File: src/rtl/pimc_irq_rx.sv
// PIMC interrupt message receiver: captures messages for this CPU into a
// small vector FIFO, acks the controller and offers vectors to the core.
module pimc_irq_rx #(
    parameter int unsigned CPU_ID     = 0,
    parameter int unsigned FIFO_DEPTH = 4
) (
    input  logic                          clk,
    input  logic                          rst_n,
    input  logic                          notify,
    input  logic [7:0]                    lineno,
    input  logic [7:0]                    processor_id,
    output logic                          irqack,
    input  logic                          irq_en,
    output logic                          irq_pending,
    output logic [7:0]                    irq_vector,
    input  logic                          irq_take,
    output logic                          rx_stall,
    output logic [$clog2(FIFO_DEPTH):0]   fifo_count
);

    localparam int unsigned PTR_W = $clog2(FIFO_DEPTH);
    localparam int unsigned CNT_W = PTR_W + 1;

    typedef enum logic [1:0] {
        IDLE    = 2'd0,
        ACK     = 2'd1,
        RELEASE = 2'd2
    } state_t;

    state_t             state;
    state_t             next_state;
    logic [7:0]         mem [FIFO_DEPTH];
    logic [PTR_W-1:0]   wr_ptr;
    logic [PTR_W-1:0]   rd_ptr;
    logic [CNT_W-1:0]   count;

    logic match_c;
    logic full_c;
    logic pop_c;
    logic push_c;
    logic stall_c;

    assign match_c     = !notify && (processor_id == 8'(CPU_ID));
    assign full_c      = (count == CNT_W'(FIFO_DEPTH));
    assign irq_pending = (count != '0) && irq_en;
    assign pop_c       = irq_take && irq_pending;
    assign irq_vector  = (count != '0) ? mem[rd_ptr] : 8'h00;
    assign fifo_count  = count;

    // Next-state: capture once per message, hold off while full, wait for release
    always_comb begin
        next_state = state;
        push_c     = 1'b0;
        stall_c    = 1'b0;
        unique case (state)
            IDLE: begin
                if (match_c) begin
                    if (!full_c || pop_c) begin
                        push_c     = 1'b1;
                        next_state = ACK;
                    end else begin
                        stall_c = 1'b1;
                    end
                end
            end
            ACK: begin
                next_state = RELEASE;
            end
            RELEASE: begin
                if (notify) begin
                    next_state = IDLE;
                end
            end
            default: begin
                next_state = IDLE;
            end
        endcase
    end

    always_ff @(posedge clk or negedge rst_n) begin
        if (!rst_n) begin
            state    <= IDLE;
            irqack   <= 1'b0;
            rx_stall <= 1'b0;
            wr_ptr   <= '0;
            rd_ptr   <= '0;
            count    <= '0;
        end else begin
            state    <= next_state;
            irqack   <= (next_state == ACK);
            rx_stall <= stall_c;
            if (push_c) begin
                wr_ptr <= wr_ptr + PTR_W'(1);
            end
            if (pop_c) begin
                rd_ptr <= rd_ptr + PTR_W'(1);
            end
            unique case ({push_c, pop_c})
                2'b10:   count <= count + CNT_W'(1);
                2'b01:   count <= count - CNT_W'(1);
                default: count <= count;
            endcase
        end
    end

    // Vector storage needs no reset; reads are gated by count
    always_ff @(posedge clk) begin
        if (push_c) begin
            mem[wr_ptr] <= lineno;
        end
    end

endmodule

File: config.mk
export PLATFORM = sky130hd
export DESIGN_NAME = pimc_irq_rx
export DESIGN_NICKNAME = d
export VERILOG_FILES = /design/src/rtl/pimc_irq_rx.sv
export SDC_FILE = /design/constraint.sdc
export NUM_CORES = 1
export LEC_CHECK = 0
export ABC_AREA = 1
export BUFFER_PORTS_ARGS = -buffer_cell sky130_fd_sc_hd__buf_2
export CORE_MARGIN = 5
export CORE_UTILIZATION = 45
export DETAILED_ROUTE_END_ITERATION = 6
export PLACE_DENSITY = 0.65
export SYNTH_ARGS = -nofsm -noshare
export SYNTH_HDL_FRONTEND = slang
export SYNTH_SLANG_ARGS = --single-unit
File: constraint.sdc
create_clock -name clk -period 2.34 [get_ports clk]
set_clock_uncertainty 0.2 [all_clocks]
set_input_delay 0.117 -clock clk [delete_from_list [all_inputs] [get_ports clk]]
set_output_delay 0.117 -clock clk [all_outputs]
set_load 0.1 [all_outputs]
Word-level counts from Yosys, hierarchy flattened
Memories as Yosys holds them, arrays and structs flattened.
Cells that the tools add are included.
{"block": "classes", "mux": 14, "reduce_logical": 10, "n_addsub": 4, "n_eq_ne": 6}
{"cell": "$logic_not A8 Y1", "n": 1}
{"cell": "$mux W1", "n": 8}
{"cell": "$mux W8", "n": 1}
{"cell": "$eq A2 B1 Y1 const B", "n": 3}
{"cell": "$mux W2", "n": 3}
{"cell": "$pmux W2 S3", "n": 1}
{"cell": "$pmux W3 S2", "n": 1}
{"cell": "$add A2 B1 Y2 const B", "n": 2}
{"cell": "$eq A2 B2 Y1 const B", "n": 2}
{"cell": "$add A3 B1 Y3 const B", "n": 1}
{"cell": "$eq A3 B3 Y1 const B", "n": 1}
{"cell": "$logic_and A1 B1 Y1", "n": 3}
{"cell": "$reduce_bool A3 Y1", "n": 1}
{"cell": "$sub A3 B1 Y3 const B", "n": 1}
{"cell": "$logic_not A1 Y1", "n": 2}
{"cell": "$logic_not A2 Y1", "n": 1}
{"cell": "$reduce_bool A2 Y1", "n": 1}
{"cell": "$logic_or A1 B1 Y1", "n": 1}
{"block": "word_totals", "mem_count": 1, "output_inout_bits": 14, "inputBits": 21, "ram_bits": 32, "register_bits": 11}
{"memory": "mem", "words": 4, "width": 8, "read_ports": 1, "rd_clocked_by_memory_dff": 0, "write_ports": 1, "line_no": "32", "text": "logic [7:0] mem [FIFO_DEPTH];"}

Depth between registers and ports, before layout
{"block": "depth", "word_depth": 9, "ltp_mapped": 12, "mapped_depth_nobuf": 12}

Worst setup path before layout
OpenSTA, ideal clock, no wires.
{"block": "synth_path", "kind": "flip-flop to flip-flop", "from": "reg count[1], in the netlist fifo_count[1]", "to": "reg count[2], in the netlist fifo_count[2]", "t_arrival_ns": 3.019, "path_stages_with_launch": 13, "setup_time_ns": 0.163, "path_slack_ns": -1.043, "required_ns": 1.977, "cell_sequence": "dfrtp_1 -> clkinv_2 -> nand2_4 -> nor2_4 -> nor2_4 -> nand2_4 -> inv_1 -> ha_1 -> inv_1 -> fa_1 -> a21oi_1 -> o21ai_0 -> xnor2_1"}
{"block": "synth_via", "elab_chain_cells": 9, "elab_cells_between_ends": 15, "cone_classes": "2 x add/sub; 3 x eq/ne; 4 x mux; 6 x reduce/logical"}
{"item": "start: declaration", "line_no": "35", "text": "logic [CNT_W-1:0] count;"}
{"item": "start signal: assignment", "line_no": "99", "text": "2'b10: count <= count + CNT_W'(1);"}
{"item": "start signal: assignment", "line_no": "100", "text": "2'b01: count <= count - CNT_W'(1);"}
{"item": "start signal: assignment", "line_no": "101", "text": "default: count <= count;"}
{"item": "$reduce_bool A3 Y1 *", "line_no": "45", "text": "assign irq_pending = (count != '0) && irq_en;"}
{"item": "$logic_and A1 B1 Y1 *", "line_no": "45"}
{"item": "via irq_pending", "line_no": "14", "text": "output logic irq_pending,"}
{"item": "$logic_and A1 B1 Y1 *", "line_no": "46", "text": "assign pop_c = irq_take && irq_pending;"}
{"item": "via pop_c", "line_no": "39", "text": "logic pop_c;"}
{"item": "$logic_or A1 B1 Y1", "line_no": "58", "text": "if (!full_c || pop_c) begin"}
{"item": "$mux W1", "line_no": "58"}
{"item": "$mux W1", "line_no": "57", "text": "if (match_c) begin"}
{"item": "$mux W1", "line_no": "55", "text": "unique case (state)"}
{"item": "$eq A2 B1 Y1 or $eq A2 B2 Y1 (tied branches)", "line_no": "98", "text": "unique case ({push_c, pop_c})"}
{"item": "$pmux W3 S2 or $reduce_bool A2 Y1 (tied branches)"}
The timed path passes the listed nets; every way through them passes the cells marked *.
A chain may end at the register's enable or synchronous reset.

Final worst setup path
{"block": "layout_path", "from": "in processor_id[5]", "to": "reg rx_stall"}
{"block": "layout_via", "elab_chain_cells": 4}
{"item": "start: declaration", "line_no": "11", "text": "input logic [7:0] processor_id,"}
{"item": "$logic_not A8 Y1", "line_no": "43", "text": "assign match_c = !notify && (processor_id == 8'(CPU_ID));"}
{"item": "$logic_and A1 B1 Y1", "line_no": "43"}
{"item": "$mux W1", "line_no": "57"}
{"item": "$mux W1", "line_no": "55"}
{"item": "via stall_c", "line_no": "41", "text": "logic stall_c;"}
{"item": "end signal: assignment", "line_no": "91", "text": "rx_stall <= stall_c;"}
{"item": "end: declaration", "line_no": "17", "text": "output logic rx_stall,"}
The timed path passes the listed nets, and every way through them passes these cells.

==> impl_metrics.csv <==
group,metric,value,unit
logic_synthesis,syn_area,0.00195,mm2
drt,wl,3320,um
finish,antenna_cells,0,
flow_run,maxCapViolCount,0,
cts,clockRootBuffer,"clkbuf_8",
cts,cts_hold_buf,14,
drt,drtIter0Drc,37,
worst_setup_path,timing.critical_path.mode_cell,"dlygate4sd3_1",
logic_synthesis,synthFlopType,"edfxtp_1",
worst_setup_path,worstRegToRegCells,5,
cts,clk_latency,0.30,ns
cts,clkSinkCount,43,
drt,first_pass_iters,4,
floorplanning,ioPinCount,35,
drt,vias,1279,
cts,htree_levels,2,
floorplanning,fp.dieH,75.8,um
floorplanning,coreArea,0.00426,mm2
timing,layout_min_cycle_time,2.23,ns
worst_setup_path,crit_chain,"dlygate4sd3_1 -> buf_2 -> nor2_1 -> nand2_1 -> dlygate4sd3_1 -> nor3_1 -> dlygate4sd3_1",
logic_synthesis,async_flop_share,0.256,
floorplanning,rows,24,
finish,fin_nets,255,
worst_setup_path,r2r_end,"rx_stall",
floorplanning,start_util,0.456,
worst_setup_path,end_kind,"flop",
worst_hold_path,min_path_type,"in2async",
global_routing,antenna_found_initial,0,
drt,drc_errors,0,
global_routing,grt_usage,0.132,
status,status,"finished clean",
worst_setup_path,start_kind,"primary input",
finish,register_area,0.00125,mm2
cts,postCtsSetupRepairBufs,0,
placement,io_buffers,34,
logic_synthesis,synth_top_cell_by_area,"edfxtp_1",
finish,drive_gt1_frac,0.328,
timing,maxSlewViolCount,0,
placement,dp.final_hpwl,2350,um
drt,vias_per_cell,4.55,
timing,finalSetupViolations,0,
worst_setup_path,crit_arrival,2.27,ns
logic_synthesis,ys_ff_latch,43,
logic_synthesis,ys_seq_area_frac,0.635,
finish,multiInputGateArea,602,um2
worst_setup_path,reg2reg_from,"state[1]",
timing,tns,0,ns
global_routing,first_global_vias,1190,
worst_setup_path,cp_slowest_cell,"dlygate4sd3_1",
worst_setup_path,critPathCapture,"rx_stall",
drt,ant_nets,0,
timing,worst_pin_slew,0.495,ns
timing,relSlewSlack,0.672,
timing,max_freq,448,MHz
timing,hold_violations,0,
worst_setup_path,crit_fanout,2,
cts,clk_pin_slew,0.09,ns
worst_setup_path,critical_path_required,2.38,ns
logic_synthesis,synth_cell_types,26,
cts,cts_buffers,5,
finish,fillers,347,
worst_setup_path,critPathLaunch,"processor_id[5]",
logic_synthesis,ys_top_cells_by_area,"edfxtp_1, dfrtp_1, nor2_1",
logic_synthesis,synth_nets,198,
cts,cts_resized,0,
worst_setup_path,r2r_slack,0.13,ns
worst_setup_path,worst_path_largest_cell_delay,0.58,ns
logic_synthesis,syn-instance-count,171,
logic_synthesis,synth.top_cell.area_share,0.494,
placement,gp_congestion,0.706,
global_routing,grt_pass1_wl,5490,um
timing,rsz0062_at_grt,"no",
logic_synthesis,ys.warnings.count,0,
floorplanning,die_x,75.8,um
cts,clk_path_buf_depth,2,
worst_setup_path,critPathKind,"in2reg",
global_routing,grt_overflow,0,
floorplanning,dieArea,0.00574,mm2
logic_synthesis,syn_avg_cell_area,11.4,um2
global_routing,grt_start_max_net_pins,18,
timing,period_share,0.954,
logic_synthesis,synth_edf_count,32,
cts,cts_tree,"built",
drt,wl_per_cell,11.8,um
finish,area_growth_syn_to_layout,29.0,%
[worst min-delay path by stage]
stage | from | end | slack (ns)
2_1_floorplan | rst_n | irqack | -0.38
3_3_place_gp | rst_n | fifo_count[1] | -0.20
3_5_place_dp | rst_n | fifo_count[1] | -0.20
4_1_cts | rst_n | fifo_count[0] | 0.01
5_1_grt | rst_n | fifo_count[0] | 0.03
6_report | rst_n | fifo_count[0] | 0.01
[kinds of logic after synthesis]
group,count (synthesis),synth area share
and+or+nand+nor,61,0.150
AOI/OAI and AO/OA,30,0.0868
adders and majority gates,6,0.0424
DFF,43,0.635
xor gates and xnor gates,4,0.0219
buffers and inverters,27,0.0630
[stage by stage]
stage,util,instances,setup WS [ns],cell area [um2],hold WS [ns]
floorplan,-,171,-0.441,1980,-0.379
global placement,0.528,259,0.186,2250,-0.198
detailed placement,0.528,259,0.155,2250,-0.195
CTS,0.589,281,0.131,2510,0.0108
global route,0.589,281,0.00680,2510,0.0289
finish,0.589,281,0.107,2510,0.0118
[state kept, by name, summed over array words and instances, names as in the netlist]
register    count
wr_ptr          2
rd_ptr          2
mem            32
state           2
rx_stall        1
fifo_count      3
irqack          1
[worst max-delay path: cells and delay by family]
family,cells,cell delay (ns)
AND/OR/NAND/NOR,3,0.36
buffers and inverters,4,1.80
[cells in the final DEF (no fill, tap or decap), types with 2 or more instances in the layout]
| master | n |
|---|---|
| o21ai_1 | 12 |
| nand2_2 | 2 |
| a21oi_1 | 9 |
| nor2_1 | 37 |
| xnor2_1 | 3 |
| inv_2 | 6 |
| nor2_4 | 3 |
| inv_1 | 14 |
| edfxtp_1 | 32 |
| dfrtp_4 | 3 |
| nand2_4 | 3 |
| nand2_1 | 9 |
| o21ai_0 | 7 |
| buf_2 | 32 |
| buf_12 | 2 |
| ha_1 | 4 |
| nor2_2 | 4 |
| dlygate4sd3_1 | 14 |
| clkbuf_8 | 5 |
| nand3_1 | 2 |
| buf_4 | 6 |
| dfrtp_1 | 8 |
| clkinv_4 | 2 |
[metal layers]
metal  vias to the layer above  share of wire  global-route usage  wire [um]
met5                         -              0                   0          0
met4                         0          0.012              0.0583         41
met3                         5          0.047              0.0317        155
met2                        22           0.52               0.221       1720
met1                       581           0.42               0.163       1400
li1                        671              -                   -          -
[cell usage after synthesis (all sizes together), types with 2 or more instances]
master and instances:
nor2 44, edfxtp 32, inv 21, o21ai 19, nand2 14, dfrtp 11, a21oi 9, ha 5
buf 4, xnor2 3, clkinv 2, nand3 2
[final cells by class]
type                    instances  area share
clock inverters                 3      0.0189
repair buffers                 54       0.154
flip-flops and latches         43       0.497
inverters                      23      0.0374
multi-input cells             101       0.240
well taps                      52      0.0259
clock buffers                   5      0.0274
Power is not shown: default switching activity piles up to over one toggle a cycle in this logic, so the estimate is an artifact.
